<file path="src/rtl/time_display_pkg.sv">
// Shared types and constants for the time_display block: FSM state
// encoding, scan digit index, segment patterns and conversion length.
package time_display_pkg;

    typedef enum logic [1:0] {
        IDLE  = 2'd0,
        SHIFT = 2'd1,
        LOAD  = 2'd2
    } state_t;

    typedef logic [1:0] digit_idx_t;

    // Segment patterns, bit order {g,f,e,d,c,b,a}, active-high
    localparam logic [6:0] SEG_0     = 7'b0111111;
    localparam logic [6:0] SEG_1     = 7'b0000110;
    localparam logic [6:0] SEG_2     = 7'b1011011;
    localparam logic [6:0] SEG_3     = 7'b1001111;
    localparam logic [6:0] SEG_4     = 7'b1100110;
    localparam logic [6:0] SEG_5     = 7'b1101101;
    localparam logic [6:0] SEG_6     = 7'b1111101;
    localparam logic [6:0] SEG_7     = 7'b0000111;
    localparam logic [6:0] SEG_8     = 7'b1111111;
    localparam logic [6:0] SEG_9     = 7'b1101111;
    localparam logic [6:0] SEG_BLANK = 7'b0000000;

    // One shift per binary bit of a 6-bit time field
    localparam int SHIFT_CYCLES = 6;

endpackage

</file>
<file path="src/rtl/time_display_seg7_decoder.sv">
// seg7_decoder: combinational BCD digit to 7-segment pattern.
// Codes 10..15 are not valid BCD and produce a blank digit.
module seg7_decoder
    import time_display_pkg::*;
(
    input  logic [3:0] bcd,
    output logic [6:0] seg
);

    // Table lookup of the segment pattern for one BCD digit
    always_comb begin
        seg = SEG_BLANK;
        case (bcd)
            4'd0:    seg = SEG_0;
            4'd1:    seg = SEG_1;
            4'd2:    seg = SEG_2;
            4'd3:    seg = SEG_3;
            4'd4:    seg = SEG_4;
            4'd5:    seg = SEG_5;
            4'd6:    seg = SEG_6;
            4'd7:    seg = SEG_7;
            4'd8:    seg = SEG_8;
            4'd9:    seg = SEG_9;
            default: seg = SEG_BLANK;
        endcase
    end

endmodule

</file>
<file path="src/rtl/time_display.sv">
// time_display: converts a packed {minutes, seconds} word to four BCD
// digits with a sequential double-dabble and scans them onto a 4-digit
// multiplexed 7-segment display.
// Optional build macro LEADING_ZERO_BLANK_EN blanks the minutes-tens
// digit when it is zero (scan timing is unchanged).
module time_display
    import time_display_pkg::*;
#(
    parameter int SCAN_DIV = 1000,
    parameter int FIELD_W  = 6
) (
    input  logic                   clk,
    input  logic                   rst,
    input  logic [2*FIELD_W-1:0]   time_in,
    input  logic                   update,
    output logic                   busy,
    output logic                   done,
    output logic [15:0]            bcd_out,
    output logic [3:0]             digit_sel,
    output logic [6:0]             seg,
    output logic                   dp
);

    // Shift register per field: {tens[3:0], ones[3:0], binary[FIELD_W-1:0]}
    localparam int DD_W = FIELD_W + 8;
    localparam logic [2:0] LAST_SHIFT = 3'(SHIFT_CYCLES - 1);

    state_t            state;
    logic [2:0]        shift_cnt;
    logic [DD_W-1:0]   sr_min;
    logic [DD_W-1:0]   sr_sec;
    logic [DD_W-1:0]   min_nx;
    logic [DD_W-1:0]   sec_nx;
    logic              pending;
    logic [15:0]       prescaler;
    digit_idx_t        digit_idx;
    logic [3:0]        nibble;
    logic [6:0]        seg_dec;

    // One double-dabble step: add 3 to any nibble >= 5, then shift left,
    // pulling the next binary MSB into the ones LSB.
    function automatic logic [DD_W-1:0] dd_step(input logic [DD_W-1:0] v);
        logic [DD_W-1:0] a;
        a = v;
        if (a[DD_W-1 -: 4] >= 4'd5)
            a[DD_W-1 -: 4] = a[DD_W-1 -: 4] + 4'd3;
        if (a[DD_W-5 -: 4] >= 4'd5)
            a[DD_W-5 -: 4] = a[DD_W-5 -: 4] + 4'd3;
        return {a[DD_W-2:0], 1'b0};
    endfunction

    assign min_nx = dd_step(sr_min);
    assign sec_nx = dd_step(sr_sec);

    // Conversion FSM: latch request, shift six times, publish result.
    // A request arriving while busy or in LOAD is held in pending and
    // started straight out of LOAD.
    always_ff @(posedge clk or posedge rst) begin
        if (rst) begin
            state     <= IDLE;
            shift_cnt <= '0;
            sr_min    <= '0;
            sr_sec    <= '0;
            busy      <= 1'b0;
            done      <= 1'b0;
            bcd_out   <= '0;
            pending   <= 1'b0;
        end else begin
            done <= 1'b0;
            case (state)
                IDLE: begin
                    if (update || pending) begin
                        sr_min    <= {8'd0, time_in[2*FIELD_W-1:FIELD_W]};
                        sr_sec    <= {8'd0, time_in[FIELD_W-1:0]};
                        shift_cnt <= '0;
                        pending   <= 1'b0;
                        busy      <= 1'b1;
                        state     <= SHIFT;
                    end
                end
                SHIFT: begin
                    if (update)
                        pending <= 1'b1;
                    sr_min    <= min_nx;
                    sr_sec    <= sec_nx;
                    shift_cnt <= shift_cnt + 3'd1;
                    if (shift_cnt == LAST_SHIFT) begin
                        // Final shift: publish directly so bcd_out and done
                        // are visible during the LOAD cycle.
                        bcd_out <= {min_nx[DD_W-1 -: 8], sec_nx[DD_W-1 -: 8]};
                        done    <= 1'b1;
                        busy    <= 1'b0;
                        state   <= LOAD;
                    end
                end
                LOAD: begin
                    if (pending || update) begin
                        sr_min    <= {8'd0, time_in[2*FIELD_W-1:FIELD_W]};
                        sr_sec    <= {8'd0, time_in[FIELD_W-1:0]};
                        shift_cnt <= '0;
                        pending   <= 1'b0;
                        busy      <= 1'b1;
                        state     <= SHIFT;
                    end else begin
                        state <= IDLE;
                    end
                end
                default: begin
                    state <= IDLE;
                    busy  <= 1'b0;
                end
            endcase
        end
    end

    // Free-running scan prescaler; digit index advances on each wrap
    always_ff @(posedge clk or posedge rst) begin
        if (rst) begin
            prescaler <= '0;
            digit_idx <= '0;
        end else if (prescaler == 16'(SCAN_DIV - 1)) begin
            prescaler <= '0;
            digit_idx <= digit_idx + 2'd1;
        end else begin
            prescaler <= prescaler + 16'd1;
        end
    end

    // Select the active digit's nibble from the published value
    always_comb begin
        nibble = bcd_out[3:0];
        case (digit_idx)
            2'd0: nibble = bcd_out[3:0];
            2'd1: nibble = bcd_out[7:4];
            2'd2: nibble = bcd_out[11:8];
            2'd3: nibble = bcd_out[15:12];
            default: nibble = bcd_out[3:0];
        endcase
    end

    seg7_decoder u_dec (
        .bcd (nibble),
        .seg (seg_dec)
    );

    assign digit_sel = 4'b0001 << digit_idx;
    assign dp        = (digit_idx == 2'd2);

`ifdef LEADING_ZERO_BLANK_EN
    assign seg = (digit_idx == 2'd3 && bcd_out[15:12] == 4'd0) ? SEG_BLANK : seg_dec;
`else
    assign seg = seg_dec;
`endif

endmodule
</file>
<file path="config.mk">
export PLATFORM = sky130hd
export DESIGN_NAME = time_display
export DESIGN_NICKNAME = d
export VERILOG_FILES = /design/src/rtl/time_display_pkg.sv /design/src/rtl/time_display_seg7_decoder.sv /design/src/rtl/time_display.sv
export SDC_FILE = /design/constraint.sdc
export NUM_CORES = 1
export LEC_CHECK = 0
export CAP_MARGIN = 30
export CORE_MARGIN = 3
export CORE_UTILIZATION = 32
export DETAILED_ROUTE_END_ITERATION = 16
export PLACE_DENSITY = 0.5
export SLEW_MARGIN = 25
export SYNTH_ARGS = -nofsm -noshare
export SYNTH_HDL_FRONTEND = slang
export SYNTH_SLANG_ARGS = --single-unit
</file>
<file path="constraint.sdc">
create_clock -name clk -period 3.6 [get_ports clk]
set_clock_uncertainty 0.1 [all_clocks]
set_input_delay 0.72 -clock clk [delete_from_list [all_inputs] [get_ports clk]]
set_output_delay 0.72 -clock clk [all_outputs]
set_load 0.1 [all_outputs]
</file>
==> results.py, run 1 <==
metrics = {
    "outcome": {
        "status": "complete, no violations",
    },
    "layout": {
        "antenna_cells": 0,
        "drive_above_1_share_pct": 18.3,
        "area_growth_pct": 29.5,
        "final_cell_mix": "68 x dfrtp_1, 50 x nand2_1, 42 x o21ai_0, 24 x buf_4, 21 x inv_1",
        "finalNonFillerCells": 551,
        "layout_commonest_cell": "dfrtp_1",
        "nets": 446,
    },
    "floorplan": {
        "start_util_pct": 33.6,
        "dieArea_um2": 12400,
        "row_count": 37,
        "io_pins": 45,
        "die_w_um": 112,
        "die_h_um": 112,
        "coreArea_um2": 10600,
    },
    "global_routing": {
        "grt_use_total_pct": 13.7,
        "grt_start_max_net_pins": 39,
        "first_global_vias": 2649,
        "antenna_found_initial": 0,
        "grt_pass1_wl_um": 13600,
        "grt_overflow": 0,
    },
    "timing": {
        "fin_crit_sh_pct": 95.6,
        "slew_violations": 0,
        "worst_pin_slew_ns": 0.976,
        "fmax_ghz": 0.290,
        "setup_viol": 0,
        "hold_violations": 0,
        "slew_headroom_pct": 34.7,
        "layout_min_cycle_time_ns": 3.44,
    },
    "logic_synthesis": {
        "synth_top_area_share_pct": 49.1,
        "async_flop_share_pct": 100,
        "yosys_warnings": 0,
        "synth_top_area_cell": "dfrtp_1",
        "synth_cells": 362,
        "synth_cell_types": 41,
        "netlist_area_um2": 3570,
        "synth_fp_nets": 398,
        "synth_ff_type": "dfrtp_1",
        "synth_seq_area_share_pct": 49.1,
        "avgSynthCellArea_um2": 9.85,
        "yosys_register_bits": 70,
        "synth_edf_count": 0,
        "synth.area.top_cells": "dfrtp_1 49%, ha_1 7.4%, o21ai_0 5.9%, nand2_1 5.3%, mux2i_1 3.9%",
    },
    "clock_tree": {
        "clkLatencyLatePin_ns": 0.35,
        "cts_tree": "done",
        "cts_buffer_depth": 2,
        "cts-root-buf": "clkbuf_8",
        "clkTransAtPathRegs_ns": 0.07,
        "numCtsBuffers": 9,
        "htree_num_levels": 3,
        "clock_sinks": 70,
    },
    "routing": {
        "drt_iter0_markers": 152,
        "post_drt_wl_per_cell_um": 14.7,
        "drcViolationCount": 0,
        "drtAntennaViolNets": 0,
        "totalWireLength_um": 8080,
        "routed-via-count": 2723,
        "via_per_inst": 4.94,
        "drtPass1Iterations": 8,
    },
    "setup_path": {
        "crit_type": "register to output port",
        "startpoint": "digit_idx[1]",
        "crit_required_ns": 2.78,
        "r2r_cells": 3,
        "rr_endpoint": "prescaler[1]",
        "start_kind": "register",
        "cp_data_arrival_time_ns": 2.62,
        "timing.rr.start": "prescaler[12]",
        "crit_fanout": 6,
        "crit_path_end_kind": "output port",
        "rrSetupSlack_ns": 1.48,
        "cp-endpoint": "seg[3]",
    },
    "min_path": {
        "hold_start": "prescaler[0]",
        "hold_class": "register to register",
    },
    "placement": {
        "place_inst": 533,
        "port_buffers": 44,
        "hpwlAfterDp_um": 5930,
        "gp_congestion": 0.768,
    },
    "job": {
        "drv_cap": 0,
    },
}
==> how the worst min path moves through the flow <==
stage	end	slack (ns)	depth (start not counted)
3_3_place_gp	prescaler[0]	0.34	1
5_1_grt	prescaler[0]	0.37	1
6_report	prescaler[0]	0.35	1
2_1_floorplan	prescaler[0]	0.32	1
3_5_place_dp	prescaler[0]	0.35	1
4_1_cts	prescaler[0]	0.36	1
==> critical path, stage by stage, from the launching register on <==
cell	delay [ns]
dfrtp_2	0.44
inv_1	0.18
ha_4	0.23
mux2_2	0.41
inv_1	0.11
ha_1	0.15
inv_1	0.04
mux2i_1	0.38
o22ai_4	0.15
buf_12	0.20
==> registers in the layout, indices dropped and copies added (netlist names) <==
name       count
sr_sec        14
state          2
prescaler     16
bcd_out       16
shift_cnt      3
busy           1
pending        1
sr_min        14
digit_idx      2
done           1
==> through the flow <==
| stage | cell area, um2 | TNS, ns | util [%] | hold slack (ns) | setup slack (ns) |
|---|---|---|---|---|---|
| 4_1_cts | 4600 | 0 | 43.4 | 0.356 | 0.00814 |
| 6_report | 4620 | 0 | 43.6 | 0.353 | 0.157 |
| 3_5_place_dp | 4320 | 0 | 40.8 | 0.346 | 0.346 |
| 5_1_grt | 4620 | -0.00643 | 43.6 | 0.373 | -0.00643 |
| 2_1_floorplan | 3700 | 0 | - | 0.322 | 0.0362 |
| 3_3_place_gp | 4320 | 0 | 40.8 | 0.341 | 0.453 |
==> synthesized netlist by cell type (4+ instances only) <==
library cell  number
mux2_2             6
nor2_1            17
a222oi_1           4
mux2i_1           14
nand3_1           20
buf_2              5
o22ai_1            6
a21oi_1            9
xnor2_1            9
nand2b_1           6
nor3_1             7
ha_1              21
xor2_1            11
o21ai_0           42
inv_1             23
dfrtp_1           70
clkbuf_1           5
a31oi_1            4
nand2_1           50
==> cell type report <==
cell class | count | area [um2]
tap | 136 | 170
multi-input combinational | 255 | 1810
fill | 1030 | 5980
sequential | 70 | 1750
inverter | 23 | 86.3
timing repair buffer | 51 | 531
clock inverter | 6 | 134
clock buffer | 10 | 128
==> routing by layer <==
metal | GRT usage, % | part of all wire [%] | wire (um)
met3 | 3.59 | 4.0 | 323
met5 | 0 | 0 | 0
met4 | 5.03 | 1.5 | 124
met2 | 22.2 | 49 | 3940
met1 | 17.7 | 46 | 3690
==> cell families (layout without fill, tap and decap cells) <==
logic type / after synthesis / count (layout) / share of synthesized area, %
flip-flops: 70 / 70 / 49.1
adder cells (fa/ha/maj): 21 / 21 / 7.37
multiplexers: 21 / 21 / 6.21
AO/OA/AOI/OAI: 74 / 74 / 12.0
AND/OR/NAND/NOR: 119 / 119 / 16.0
XOR/XNOR: 20 / 20 / 4.91
buffers and inverters: 37 / 90 / 4.39
==> repair_timing <==
| action | 4_1_cts | 5_1_grt |
|---|---|---|
| setup buffers | 0 | 2 |
| endpoints found under the setup margin | 6 | 6 |
| gates resized for setup | 3 | 3 |
| hold buffers | 0 | 0 |
| pin swaps | 0 | 1 |
Power of run 1 is left out: the tool's default activity adds up to more than one toggle a clock period on the data nets, which glitch-free logic cannot reach.
==> run 2: changes to the inputs <==
--- a/config.mk
+++ b/config.mk
@@ -10,6 +10,6 @@
 export CORE_UTILIZATION = 32
 export DETAILED_ROUTE_END_ITERATION = 16
-export PLACE_DENSITY = 0.5
-export SLEW_MARGIN = 25
+export PLACE_DENSITY = 0.55
+export SLEW_MARGIN = 30
 export SYNTH_ARGS = -nofsm -noshare
 export SYNTH_HDL_FRONTEND = slang
--- a/constraint.sdc
+++ b/constraint.sdc
@@ -3,3 +3,3 @@
 set_input_delay 0.72 -clock clk [delete_from_list [all_inputs] [get_ports clk]]
 set_output_delay 0.72 -clock clk [all_outputs]
-set_load 0.1 [all_outputs]
+set_load 0.01 [all_outputs]
==> run 2 against run 1 <==
Compared with the run above: utilization fell by 1.8 points; register-to-register slack got worse by 0.33 ns; setup slack got worse by 0.041 ns; sequential share of layout area rose by 1.6 points.
==> results.py, run 2 (same netlist as run 1, synthesis figures left out) <==
metrics = {
    "routing": {
        "drcViolationCount": 0,
        "drt_iter0_markers": 108,
        "totalWireLength_um": 7500,
        "routed-via-count": 2682,
        "post_drt_wl_per_cell_um": 13.6,
        "drtAntennaViolNets": 0,
        "drtPass1Iterations": 6,
        "via_per_inst": 4.86,
    },
    "setup_path": {
        "cp_slowest_cell": "dfrtp_1",
        "path_buf_inv": 3,
        "cp_data_arrival_time_ns": 2.66,
        "cpMostUsedCell": "inv_1",
        "crit_type": "register to output port",
        "cp_top_family": "compound AO/OA/AOI/OAI gates",
        "start_kind": "register",
        "path_cells": "inv_1, ha_2, a222oi_1, mux2_4, inv_1, ha_1, o21a_1, a21oi_1, dlygate4sd2_1",
        "rrSetupSlack_ns": 1.15,
        "crit_path_max_incr_delay_ns": 0.38,
        "crit_required_ns": 2.78,
        "crit_fanout": 6,
        "crit_path_end_kind": "output port",
    },
    "placement": {
        "hpwlAfterDp_um": 5240,
        "gp_congestion": 0.796,
        "port_buffers": 44,
        "place_area_um2": 4150,
    },
    "timing": {
        "setup_viol": 0,
        "hold_slack_ns": 0.358,
        "slew_headroom_pct": 53.5,
        "fin_crit_sh_pct": 96.8,
        "slew_violations": 0,
        "fmax_ghz": 0.287,
        "hold_violations": 0,
        "worst_pin_slew_ns": 0.692,
        "layout_min_cycle_time_ns": 3.48,
    },
    "clock_tree": {
        "clock_sinks": 70,
        "clkLatencyLatePin_ns": 0.34,
        "htree_num_levels": 3,
        "cts-root-buf": "clkbuf_8",
        "cts_buffer_depth": 2,
        "cts_tree": "done",
        "clkTransAtPathRegs_ns": 0.08,
        "numCtsBuffers": 9,
    },
    "min_path": {
        "hold_class": "register to register",
    },
    "global_routing": {
        "grt_pass1_wl_um": 12800,
        "first_global_vias": 2682,
        "grt_use_total_pct": 12.6,
        "antenna_found_initial": 0,
        "grt_start_max_net_pins": 71,
        "grt_overflow": 0,
    },
    "floorplan": {
        "die_w_um": 112,
        "die_h_um": 112,
        "coreArea_um2": 10600,
        "dieArea_um2": 12400,
        "io_pins": 45,
        "start_util_pct": 33.6,
        "row_count": 37,
    },
    "layout": {
        "area_growth_pct": 24.1,
        "drive_above_1_share_pct": 9.86,
        "antenna_cells": 0,
        "nets": 447,
        "final_cell_mix": "70 x dfrtp_1, 50 x nand2_1, 42 x o21ai_0, 38 x clkdlybuf4s50_1, 22 x inv_1",
        "layout_commonest_cell": "dfrtp_1",
        "fin_area_um2": 4430,
        "top_regs": "bcd_out: 16 flops, prescaler: 16 flops",
    },
    "power": {
        "p_clk_share_pct": 18.1,
        "seq_power_share_pct": 36.9,
        "p_total_uw": 3530,
        "internal_power_uw": 2180,
        "combPwrFrac_pct": 44.9,
        "peakVddDrop_mv": 0.394,
        "p_switching_uw": 1350,
        "power.leakage_uw": 0.00204,
        "switching_share_pct": 38.3,
        "p_per_area_nw_per_um2": 797,
    },
    "job": {
        "drv_cap": 0,
    },
    "outcome": {
        "status": "complete, no violations",
    },
}
run 2: cell types whose count changed in the layout (fill, tap and decap cells not counted), moves of 3 or more:
| cell | change |
|---|---|
| clkdlybuf4s50_1 | +19 |
| buf_4 | -17 |
| buf_12 | -7 |
| o22ai_1 | +6 |
| o22ai_4 | -5 |
| dlymetal6s2s_1 | +4 |
| bufinv_16 | -3 |
| ha_4 | -3 |
run 2: power groups by stage:
| stage | Clock (uW) | Combinational, uW | Sequential [uW] |
|---|---|---|---|
| after floorplan | 0 | 984 | 1260 |
| after global placement | 0 | 1520 | 1310 |
| after detailed placement | 0 | 1560 | 1320 |
| after CTS | 664 | 1570 | 1310 |
| after global routing | 699 | 1810 | 1340 |
| final | 640 | 1580 | 1300 |
run 2: stage by stage:
stage	instances	worst slack (ns)	utilization, %	TNS, ns
floorplan	362	0.731	-	0
global placement	532	0.217	39.1	0
detailed placement	532	0.114	39.2	0
CTS	550	0.0129	41.3	0
global route	552	-0.0174	41.7	-0.0174
finish	552	0.116	41.7	0
run 2: worst register-to-register path: cells and delay by family, from the launching register on:
kind | cells | cell delay [ns]
AO/OA/AOI/OAI | 1 | 0.14
buffers and inverters | 2 | 0.56
flip-flops | 1 | 0.80
AND/OR/NAND/NOR | 3 | 0.79
run 2: layout make-up:
type | instances | area (um2)
Timing Repair Buffer | 52 | 520
Tap cell | 136 | 170
Multi-Input combinational cell | 255 | 1700
Clock buffer | 12 | 155
Clock inverter | 4 | 45.0
Fill cell | 1036 | 6180
Inverter | 23 | 86.3
Sequential cell | 70 | 1750
run 2: routing by layer:
| layer | GRT usage (%) | up-vias | wire length [um] |
|---|---|---|---|
| li1 | - | 1334 | - |
| met1 | 16.6 | 1277 | 3570 |
| met5 | 0 | - | 0 |
| met4 | 3.81 | 0 | 98 |
| met2 | 20.3 | 62 | 3450 |
| met3 | 3.59 | 9 | 382 |
run 2: worst paths after layout:
path | cells past startpoint | start | to
setup / recovery | 9 | digit_idx[0] | seg[1]
hold / removal | 1 | prescaler[0] | prescaler[0]
setup reg to reg | 6 | state[0] | bcd_out[11]
hold reg to reg | 1 | prescaler[0] | prescaler[0]
max in group asynchronous | 3 | rst | sr_sec[6]
min in group asynchronous | 3 | rst | prescaler[7]
run 2: repair_timing:
| action | in CTS | in global routing |
|---|---|---|
| pin swaps | 1 | 1 |
| gates resized for setup | 6 | 8 |
| hold buffers | 0 | 0 |
| setup endpoints to repair | 7 | 5 |
| buffers inserted | 2 | 2 |
Power figures use the tool's default switching activity.
